==> src/rtl/fetch_pkg.sv <==
// fetch_pkg: shared types and constants for the instruction-fetch sequencer.
// Holds the fetch FSM state encoding, word widths, the halt opcode and the
// queue entry layout used by fetch_ctrl and fetch_buf.
package fetch_pkg;

  localparam int INSTR_W = 16;
  localparam int PC_W    = 16;

  // An all-zero instruction word stops the fetch stream.
  localparam logic [INSTR_W-1:0] HALT_WORD = 16'h0000;

  // Fetch sequencer states.
  typedef enum logic [1:0] {
    RUN   = 2'd0,
    HALT  = 2'd1,
    FAULT = 2'd2
  } fetch_state_e;

  // One queued fetch result: the byte address it came from and the word itself.
  typedef struct packed {
    logic [PC_W-1:0]    pc;
    logic [INSTR_W-1:0] instr;
  } fetch_entry_t;

endpackage

==> src/rtl/fetch_buf.sv <==
// fetch_buf: two-entry synchronous FIFO of fetch_entry_t feeding decode.
// Slot e0 is always the head, so the head outputs come straight from a
// register. A push and a pop in the same cycle are accepted even when full.
// Flush empties the queue and overrides any push or pop in that cycle.
module fetch_buf
  import fetch_pkg::*;
#(
  parameter int BUF_DEPTH = 2
) (
  input  logic         clk,
  input  logic         rst_n,
  input  logic         flush,
  input  logic         push,
  input  logic         pop,
  input  fetch_entry_t din,
  output fetch_entry_t head,
  output logic [1:0]   count
);

  localparam logic [1:0] FULL_CNT = 2'(BUF_DEPTH);

  fetch_entry_t e0;
  fetch_entry_t e1;
  logic [1:0]   cnt;

  // Queue storage and occupancy; entries shift toward e0 on every pop.
  always_ff @(posedge clk) begin
    if (!rst_n) begin
      cnt <= 2'd0;
      e0  <= '0;
      e1  <= '0;
    end else if (flush) begin
      cnt <= 2'd0;
    end else begin
      case ({push, pop})
        2'b10: begin
          if (cnt == 2'd0) begin
            e0 <= din;
          end else begin
            e1 <= din;
          end
          if (cnt != FULL_CNT) begin
            cnt <= cnt + 2'd1;
          end
        end
        2'b01: begin
          e0  <= e1;
          cnt <= cnt - 2'd1;
        end
        2'b11: begin
          // Occupancy is unchanged; the new word lands behind the survivor.
          if (cnt == 2'd1) begin
            e0 <= din;
          end else begin
            e0 <= e1;
            e1 <= din;
          end
        end
        default: begin
        end
      endcase
    end
  end

  assign head  = e0;
  assign count = cnt;

endmodule

==> src/rtl/fetch_ctrl.sv <==
// fetch_ctrl: instruction-fetch sequencer for the 16-bit core.
// Owns the program counter, addresses a combinational 16-word ROM, and queues
// fetched words (with their PCs) toward decode through fetch_buf using a
// valid/ready handshake. Redirects reload the PC and flush the queue; the
// all-zero halt word stops fetch while the queue keeps draining.
// Optional build macro FETCH_ADDR_CHECK_EN: when defined, a PC at or beyond
// IMEM_BYTES stops fetch in the FAULT state and raises fault_o; otherwise
// fault_o is tied low and an out-of-range PC simply reads the halt word.
module fetch_ctrl
  import fetch_pkg::*;
#(
  parameter logic [15:0] RESET_PC   = 16'h0000,
  parameter int          IMEM_BYTES = 32,
  parameter int          BUF_DEPTH  = 2
) (
  input  logic               clk,
  input  logic               rst_n,
  output logic [PC_W-1:0]    imem_pc_o,
  input  logic [INSTR_W-1:0] imem_instr_i,
  input  logic               redirect_i,
  input  logic [PC_W-1:0]    redirect_pc_i,
  output logic               out_valid_o,
  input  logic               out_ready_i,
  output logic [INSTR_W-1:0] out_instr_o,
  output logic [PC_W-1:0]    out_pc_o,
  output logic               halted_o,
  output logic               fault_o
);

  localparam logic [1:0]  FULL_CNT   = 2'(BUF_DEPTH);
  localparam logic [31:0] IMEM_LIMIT = 32'(IMEM_BYTES);

  fetch_state_e    state;
  logic [PC_W-1:0] pc_q;
  logic            halted_q;

  fetch_entry_t    head;
  fetch_entry_t    push_entry;
  logic [1:0]      count;

  logic            pop;
  logic            push_ok;
  logic            is_halt_word;
  logic            addr_bad;
  logic            push;

  // Bit 0 of the redirect target is discarded and IMEM_LIMIT is only needed
  // by the optional address check; fold them here so both builds see them used.
  logic            unused_bits;
  assign unused_bits = ^{redirect_pc_i[0], IMEM_LIMIT[0]};

  // Handshake and fetch decisions for the current cycle.
  always_comb begin
    pop          = out_valid_o & out_ready_i & ~redirect_i;
    push_ok      = (count != FULL_CNT) | pop;
    is_halt_word = (imem_instr_i == HALT_WORD);
`ifdef FETCH_ADDR_CHECK_EN
    addr_bad     = ({16'b0, pc_q} >= IMEM_LIMIT);
`else
    addr_bad     = 1'b0;
`endif
    push         = (state == RUN) & ~redirect_i & ~addr_bad & push_ok & ~is_halt_word;
    push_entry.pc    = pc_q;
    push_entry.instr = imem_instr_i;
  end

  // Fetch FSM: redirect beats everything except reset; RUN advances the PC on
  // every accepted push and parks on the halt word without queueing it.
  always_ff @(posedge clk) begin
    if (!rst_n) begin
      state    <= RUN;
      pc_q     <= RESET_PC;
      halted_q <= 1'b0;
    end else if (redirect_i) begin
      state    <= RUN;
      pc_q     <= {redirect_pc_i[PC_W-1:1], 1'b0};
      halted_q <= 1'b0;
    end else begin
      case (state)
        RUN: begin
          if (addr_bad) begin
            state <= FAULT;
          end else if (push_ok) begin
            if (is_halt_word) begin
              state    <= HALT;
              halted_q <= 1'b1;
            end else begin
              pc_q <= pc_q + 16'd2;
            end
          end
        end
        HALT: begin
          halted_q <= 1'b1;
        end
        FAULT: begin
          halted_q <= 1'b0;
        end
        default: begin
          state <= RUN;
        end
      endcase
    end
  end

`ifdef FETCH_ADDR_CHECK_EN
  logic fault_q;

  // Address-fault flag: set when RUN sees an out-of-range PC, cleared only by
  // redirect or reset.
  always_ff @(posedge clk) begin
    if (!rst_n) begin
      fault_q <= 1'b0;
    end else if (redirect_i) begin
      fault_q <= 1'b0;
    end else if ((state == RUN) && addr_bad) begin
      fault_q <= 1'b1;
    end
  end

  assign fault_o = fault_q;
`else
  assign fault_o = 1'b0;
`endif

  fetch_buf #(
    .BUF_DEPTH (BUF_DEPTH)
  ) u_buf (
    .clk   (clk),
    .rst_n (rst_n),
    .flush (redirect_i),
    .push  (push),
    .pop   (pop),
    .din   (push_entry),
    .head  (head),
    .count (count)
  );

  assign imem_pc_o   = pc_q;
  assign out_valid_o = (count != 2'd0);
  assign out_instr_o = head.instr;
  assign out_pc_o    = head.pc;
  assign halted_o    = halted_q;

endmodule

==> config.mk <==
export PLATFORM = sky130hd
export DESIGN_NAME = fetch_ctrl
export DESIGN_NICKNAME = d
export VERILOG_FILES = /design/src/rtl/fetch_pkg.sv /design/src/rtl/fetch_buf.sv /design/src/rtl/fetch_ctrl.sv
export SDC_FILE = /design/constraint.sdc
export NUM_CORES = 1
export LEC_CHECK = 0
export BUFFER_PORTS_ARGS = -buffer_cell sky130_fd_sc_hd__buf_4
export CORE_MARGIN = 2
export CORE_UTILIZATION = 50
export CTS_BUF_LIST = sky130_fd_sc_hd__clkbuf_2 sky130_fd_sc_hd__clkbuf_4 sky130_fd_sc_hd__clkbuf_8
export DETAILED_ROUTE_END_ITERATION = 6
export GPL_TIMING_DRIVEN = 0
export PLACE_DENSITY = 0.78
export SYNTH_ARGS = -nofsm -noshare
export SYNTH_HDL_FRONTEND = slang
export SYNTH_SLANG_ARGS = --single-unit
export TNS_END_PERCENT = 50
==> constraint.sdc <==
create_clock -name clk -period 2.16 [get_ports clk]
set_input_delay 0.324 -clock clk [delete_from_list [all_inputs] [get_ports clk]]
set_output_delay 0.324 -clock clk [all_outputs]
set_load 0.02 [all_outputs]
# Word level (Yosys, flattened, before mapping)

Cells that the tools add are included.

Register bits: 85
Input bits: 36
Output and inout port bits: 51
Word-level logic and storage cells: 73

Add/subtract/negate cells: 3
Eq/ne operators: 14
Muxes and demuxes: 18
Bitwise operators: 10
Reduce and logical (&&, ||, !) cells: 19

Operator list:

| kind                                                            | number |
|---|---|
| 32-bit two-way mux                                              | 4 |
| 32-bit case mux with 3 select lines                             | 1 |
| 16-bit two-way mux                                              | 4 |
| 32-bit case mux with 2 select lines                             | 1 |
| 16-bit by 2-bit adder with 16-bit output, second input constant | 1 |
| 16-bit zero test                                                | 1 |
| 3-bit AND reduction                                             | 5 |
| 2-bit != test, second input constant                            | 7 |
| 2-bit nonzero test                                              | 5 |
| 2-bit case mux with 2 select lines                              | 2 |
| 2-bit by 1-bit == test with 1-bit output, second input constant | 3 |
| 2-bit == test, second input constant                            | 3 |
| 2-bit two-way mux                                               | 3 |
| 3-bit nonzero test                                              | 2 |
| 1-bit AND                                                       | 5 |
| 2-bit zero test                                                 | 2 |
| 1-bit inverter                                                  | 4 |
| 4-bit AND reduction                                             | 1 |
| 2-bit OR reduction                                              | 2 |
| 1-bit case mux with 3 select lines                              | 1 |
| 2-bit by 1-bit adder with 2-bit output, second input constant   | 1 |
| 1-bit two-way mux                                               | 2 |
| 2-bit by 1-bit != test with 1-bit output, second input constant | 1 |
| 2-bit AND reduction                                             | 1 |
| other kinds (2)                                                 | 2 |

# Depth between registers and ports, before layout

Depth after elaboration: 9
Mapped depth: 8
Gate-level depth less buffers: 7

# By module

Synthesis repeated with hierarchy kept, for this count alone.

Cell total of the unflattened synthesis: 449
Area total of the unflattened synthesis: 4196.5 µm²

By module, submodules not included:

| module     | times used | cells each | area each (µm²) |
|---|---|---|---|
| fetch_buf  | 1          | 317        | 3052.9 |
| fetch_ctrl | 1          | 132        | 1143.6 |

# Least setup slack after synthesis

No wires, ideal clock.

Path type: register to register
Start: register u_buf.cnt[0] (netlist: u_buf.count[0])
End: register pc_q[14] (netlist: imem_pc_o[14])
Library setup time: 0.074 ns
Arrival time: 1.998 ns
Required time: 2.086 ns
Slack: 0.088 ns
Cell stages (with the launch flop): 9
Buffers on the path: 1
Period minus slack after synthesis: 2.072 ns
Cells stage by stage: dfxtp_1 > inv_1 > ha_1 > or3b_1 > buf_6 > a21oi_4 > nand3_2 > or4_1 > a31oi_1

Cells in the longest elaborated chain, start to end: 6
Elaborated cells between the ends (all ways): 7

RTL lines:

| item                            | RTL line          | text |
|---|---|---|
| start: declaration              | fetch_buf.sv:24   | `logic [1:0] cnt;` |
| start signal: assignment        | fetch_buf.sv:43   | `cnt <= cnt + 2'd1;` |
| start signal: assignment        | fetch_buf.sv:48   | `cnt <= cnt - 2'd1;` |
| 2-bit nonzero test              | fetch_ctrl.sv:139 | `assign out_valid_o = (count != 2'd0);` |
| 1-bit AND (2 in series)         | fetch_ctrl.sv:54  | `pop = out_valid_o & out_ready_i & ~redirect_i;` |
| 1-bit OR *                      | fetch_ctrl.sv:55  | `push_ok = (count != FULL_CNT) \| pop;` |
| 2-bit nonzero test (no line) *  | n/a               |  |
| 3-bit AND reduction (no line) * | n/a               |  |
| end signal: assignment          | fetch_ctrl.sv:76  | `pc_q <= {redirect_pc_i[PC_W-1:1], 1'b0};` |
| end signal: assignment          | fetch_ctrl.sv:88  | `pc_q <= pc_q + 16'd2;` |
| end: declaration                | fetch_ctrl.sv:34  | `logic [PC_W-1:0] pc_q;` |

Every way passes the cells marked *; elsewhere a longest branch is shown, timed or not.
A chain may end at the register's enable or synchronous reset.

# Worst setup path in the final report

Start: register u_buf.cnt[1] (netlist: u_buf.count[1])
End: register pc_q[14] (netlist: imem_pc_o[14])

The elaborated chain is that of the path after synthesis.

==> results.py <==
metrics = {
    "run_status": {
        "outcome": "finished clean",
    },
    "routing": {
        "drtIter0Drc": 138,
        "drt.antenna.violating_nets": 0,
        "vias": 3318,
        "post_drt_via_cell_ratio": 5.691,
        "drt_wl_total_um": 10030,
        "routedWlPerCell_um": 17.20,
        "drt_pre_antenna_iters": 4,
        "remaining_drc_errors": 0,
    },
    "hold_path": {
        "worst_hold_path_type": "primary input to flip-flop",
        "worst_hold_startpoint": "redirect_pc_i[15]",
        "worstHoldPathCells": 3,
        "worstHoldEndpoint": "imem_pc_o[15]",
    },
    "worst_setup_path": {
        "critical_path.reg2reg.startpoint": "u_buf.count[1]",
        "critical_path_required_ns": 2.44,
        "reg2reg_slack_ns": 0.0005,
        "worstSetupStartpointType": "flip-flop",
        "timing.critical_path.slowest_cell_delay_ns": 0.43,
        "worst_path_depth": 8,
        "worst-setup-path-type": "flip-flop to flip-flop",
        "timing.rr.end": "imem_pc_o[14]",
        "path_buf_inv": 2,
        "crit_path_cell_trace": "inv_1 > ha_4 > or3b_1 > buf_6 > a21oi_4 > nand3_2 > or4_1 > a31oi_1",
        "critical_path_arrival_ns": 2.44,
        "critical-path-slowest-cell": "sky130_fd_sc_hd__or4_1",
        "crit_family": "simple AND/OR/NAND/NOR gates",
        "worst_setup_path_end_kind": "flip-flop",
        "worst_r2r_path_depth": 8,
        "critical_path.max_fanout": 10,
    },
    "synth": {
        "synth_area_leader_cell": "sky130_fd_sc_hd__dfxtp_1",
        "async_reset_ff_share_pct": 0,
        "yosys_warnings": 0,
        "avgSynthCellArea_sq_um": 9.900,
        "dominantRegCellSynth": "sky130_fd_sc_hd__dfxtp_1",
        "synth_seq_area_share_pct": 42.33,
        "synth_top_cells_by_count": "sky130_fd_sc_hd__dfxtp_1, sky130_fd_sc_hd__nor2b_1, sky130_fd_sc_hd__mux2i_1, sky130_fd_sc_hd__a21o_1, sky130_fd_sc_hd__o221a_1",
        "most_used_standard_cell_by_instance_count_after_synthesis": "sky130_fd_sc_hd__dfxtp_1",
        "synthTopCellsByArea": "sky130_fd_sc_hd__dfxtp_1, sky130_fd_sc_hd__nor2b_1, sky130_fd_sc_hd__o221a_1",
        "synthesis.area_sq_um": 3831,
        "synth_edf_count": 0,
        "netlist_instances": 387,
        "synth_cell_types": 44,
        "fraction_of_post_synthesis_cell_area_in_the_top_cell_type_by_area_pct": 42.33,
        "number_of_synthesized_register_bits": 81,
    },
    "floorplan": {
        "std_cell_rows": 31,
        "dieHeight_um": 91.54,
        "io_pins": 87,
        "dieArea_sq_um": 8379,
        "coreArea_sq_um": 7331,
        "die_w_um": 91.54,
        "initial_utilization_pct": 52.26,
    },
    "timing": {
        "setup_ws_ns": 0.0004858,
        "timing_worst_slew_pin_value_ns": 0.5564,
        "max_slew_margin_pct": 62.91,
        "unrepaired_setup_endpoints_after_global_routing": "yes",
        "setup_viol_count_final": 0,
        "worst_clock_skew_ns": 0.005181,
        "report.final.hold_viol_count": 0,
        "final.period_utilization_pct": 99.98,
        "timing_max_transition_violations_final": 0,
        "timing.setup.tns_ns": 0,
        "maxClockFrequency_ghz": 0.4631,
        "final_period_minus_worst_setup_slack_ns": 2.160,
    },
    "cells_and_area": {
        "area_growth_syn_to_layout_pct": 25.44,
        "finish.cell_count_without_fillers": 583,
        "final_layout_size_suffix_gt1_share_pct": 25.83,
        "layout.cell_area.non_filler_sq_um": 4806,
        "layout.filler_cells": 614,
        "num_antenna_cells": 0,
        "layout.nets": 521,
    },
    "power_and_ir_drop": {
        "cellPowerDensity_nw_per_um2": 711.3,
        "worst_ir_drop_vdd_uv": 301.2,
        "p_int_mw": 2.457,
        "seqPwrFrac_pct": 48.8,
        "p_sw_mw": 0.9612,
        "total_power_mw": 3.418,
        "leakagePower_nw": 1.997,
        "p_comb_share_pct": 18.8,
        "power.switching_fraction_pct": 28.12,
        "p_clk_share_pct": 32.4,
    },
    "global_route": {
        "grt_start_max_net_pins": 13,
        "grt_overflow": 0,
        "grtUsageTotal_pct": 24.53,
        "first_pass_grt_wire_length_um": 16500,
        "number_of_global_route_vias_before_repair": 3295,
        "antenna_violations_before_repair": 0,
    },
    "clock_network": {
        "cts_buffers": 9,
        "cts_max_level": 3,
        "clock_insertion_delay_worst_skew_ns": 0.35,
        "cts.sink_count": 81,
        "tritoncts": "yes",
        "clock_pin_transition_on_the_worst_setup_and_hold_timing_paths_ns": 0.08,
        "ctsHoldBuffers": 0,
        "cts-root-to-sink-buffers": 2,
        "clk_root_buffer_cell": "sky130_fd_sc_hd__clkbuf_8",
    },
    "place": {
        "pre_cts_ws_ns": -0.2916,
        "gpl.final_weighted_congestion": 0.8239,
        "placed_cells_incl_taps": 569,
        "number_of_port_buffers": 81,
        "dp.final_hpwl_um": 7193,
        "post_dp_cell_area_sq_um": 4571,
    },
    "run": {
        "maxCapViolCount": 0,
    },
}
power groups by stage:
| stage | sequential (mW) | clock (mW) | combinational [mW] |
|---|---|---|---|
| CTS | 1.67 | 1.11 | 0.641 |
| floorplan | 1.77 | 0 | 0.295 |
| global placement | 1.70 | 0 | 0.621 |
| global route | 1.68 | 1.16 | 0.694 |
| detailed placement | 1.70 | 0 | 0.635 |
| finish | 1.67 | 1.11 | 0.643 |
layer usage:
metal  track usage (%)  share of wire, %  vias to the layer above
li1                  -                 -                     1593
met4             7.197               1.1                        0
met5                 0                 0                        -
met1             30.97                44                     1612
met3             3.983               5.1                        8
met2             42.83                50                      105
flip-flops by register name, indices dropped and copies added, names as in the netlist:
| register | count |
|---|---|
| state | 1 |
| halted_o | 1 |
| u_buf.head | 31 |
| imem_pc_o | 15 |
| u_buf.count | 2 |
| u_buf.e1 | 31 |
worst max-delay path by stage:
stage | endpoint | startpoint
global placement | u_buf.head[2] | imem_instr_i[2]
finish | imem_pc_o[14] | u_buf.count[1]
detailed placement | u_buf.head[17] | imem_instr_i[2]
global route | imem_pc_o[14] | u_buf.count[0]
CTS | u_buf.head[17] | imem_instr_i[2]
floorplan | imem_pc_o[14] | u_buf.count[0]
kinds of logic after synthesis:
logic type,after synthesis,synth area share (%)
simple gates,112,18.13
compound gates,109,22.80
flops,81,42.33
buf+inv,38,4.670
mux,33,8.622
xor+xnor,9,2.058
fa+ha+maj,4,1.306
other cells,1,0.09788
per-stage QoR:
step / hold slack, ns / util (%)
floorplan: 0.4613 / -
global placement: 0.4401 / 62.35
detailed placement: 0.4500 / 62.35
CTS: 0.2279 / 65.23
global route: 0.2278 / 65.56
finish: 0.2336 / 65.56
area by class of cell:
class | instances | area, sq um | share of cell area, %
multi-input combinational | 270 | 2066 | 42.98
sequential | 81 | 1623 | 33.77
timing repair buffer | 81 | 608.1 | 12.65
buffer | 31 | 171.4 | 3.567
clock buffer | 11 | 145.1 | 3.020
tap | 99 | 123.9 | 2.577
clock inverter | 3 | 42.54 | 0.8852
inverter | 7 | 26.28 | 0.5467
worst min-delay path, cell delays in order:
cell and delay (ns):
sky130_fd_sc_hd__buf_4 0.09, sky130_fd_sc_hd__nand3_1 0.07, sky130_fd_sc_hd__o21ai_1 0.07
layout by cell type, fill, tap and decap left out, types with 3 or more instances in the layout:
master                     count
sky130_fd_sc_hd__nand2_1       9
sky130_fd_sc_hd__inv_1         7
sky130_fd_sc_hd__o21ai_1       4
sky130_fd_sc_hd__o221a_1      30
sky130_fd_sc_hd__a21oi_1      12
sky130_fd_sc_hd__nor4_2        4
sky130_fd_sc_hd__o21ai_0      15
sky130_fd_sc_hd__or3_1         6
sky130_fd_sc_hd__xor2_1        7
sky130_fd_sc_hd__nand3_1       6
sky130_fd_sc_hd__buf_4        90
sky130_fd_sc_hd__nor3_1        3
sky130_fd_sc_hd__ha_1          3
sky130_fd_sc_hd__clkbuf_8     10
sky130_fd_sc_hd__nand4_1       6
sky130_fd_sc_hd__conb_1        3
sky130_fd_sc_hd__a31oi_1       7
sky130_fd_sc_hd__a21o_1       30
sky130_fd_sc_hd__mux2i_1      33
sky130_fd_sc_hd__dfxtp_1      80
sky130_fd_sc_hd__clkbuf_2      6
sky130_fd_sc_hd__nor2b_1      61
sky130_fd_sc_hd__clkbuf_1     12
sky130_fd_sc_hd__nor2_1        5
what timing repair did:
action / in CTS / in global routing
buffers inserted: 0 / 0
resized for setup: 9 / 12
pin swaps: 1 / 0
setup endpoints to repair: 36 / 35
No activity file was read; power rests on OpenSTA's default activity.
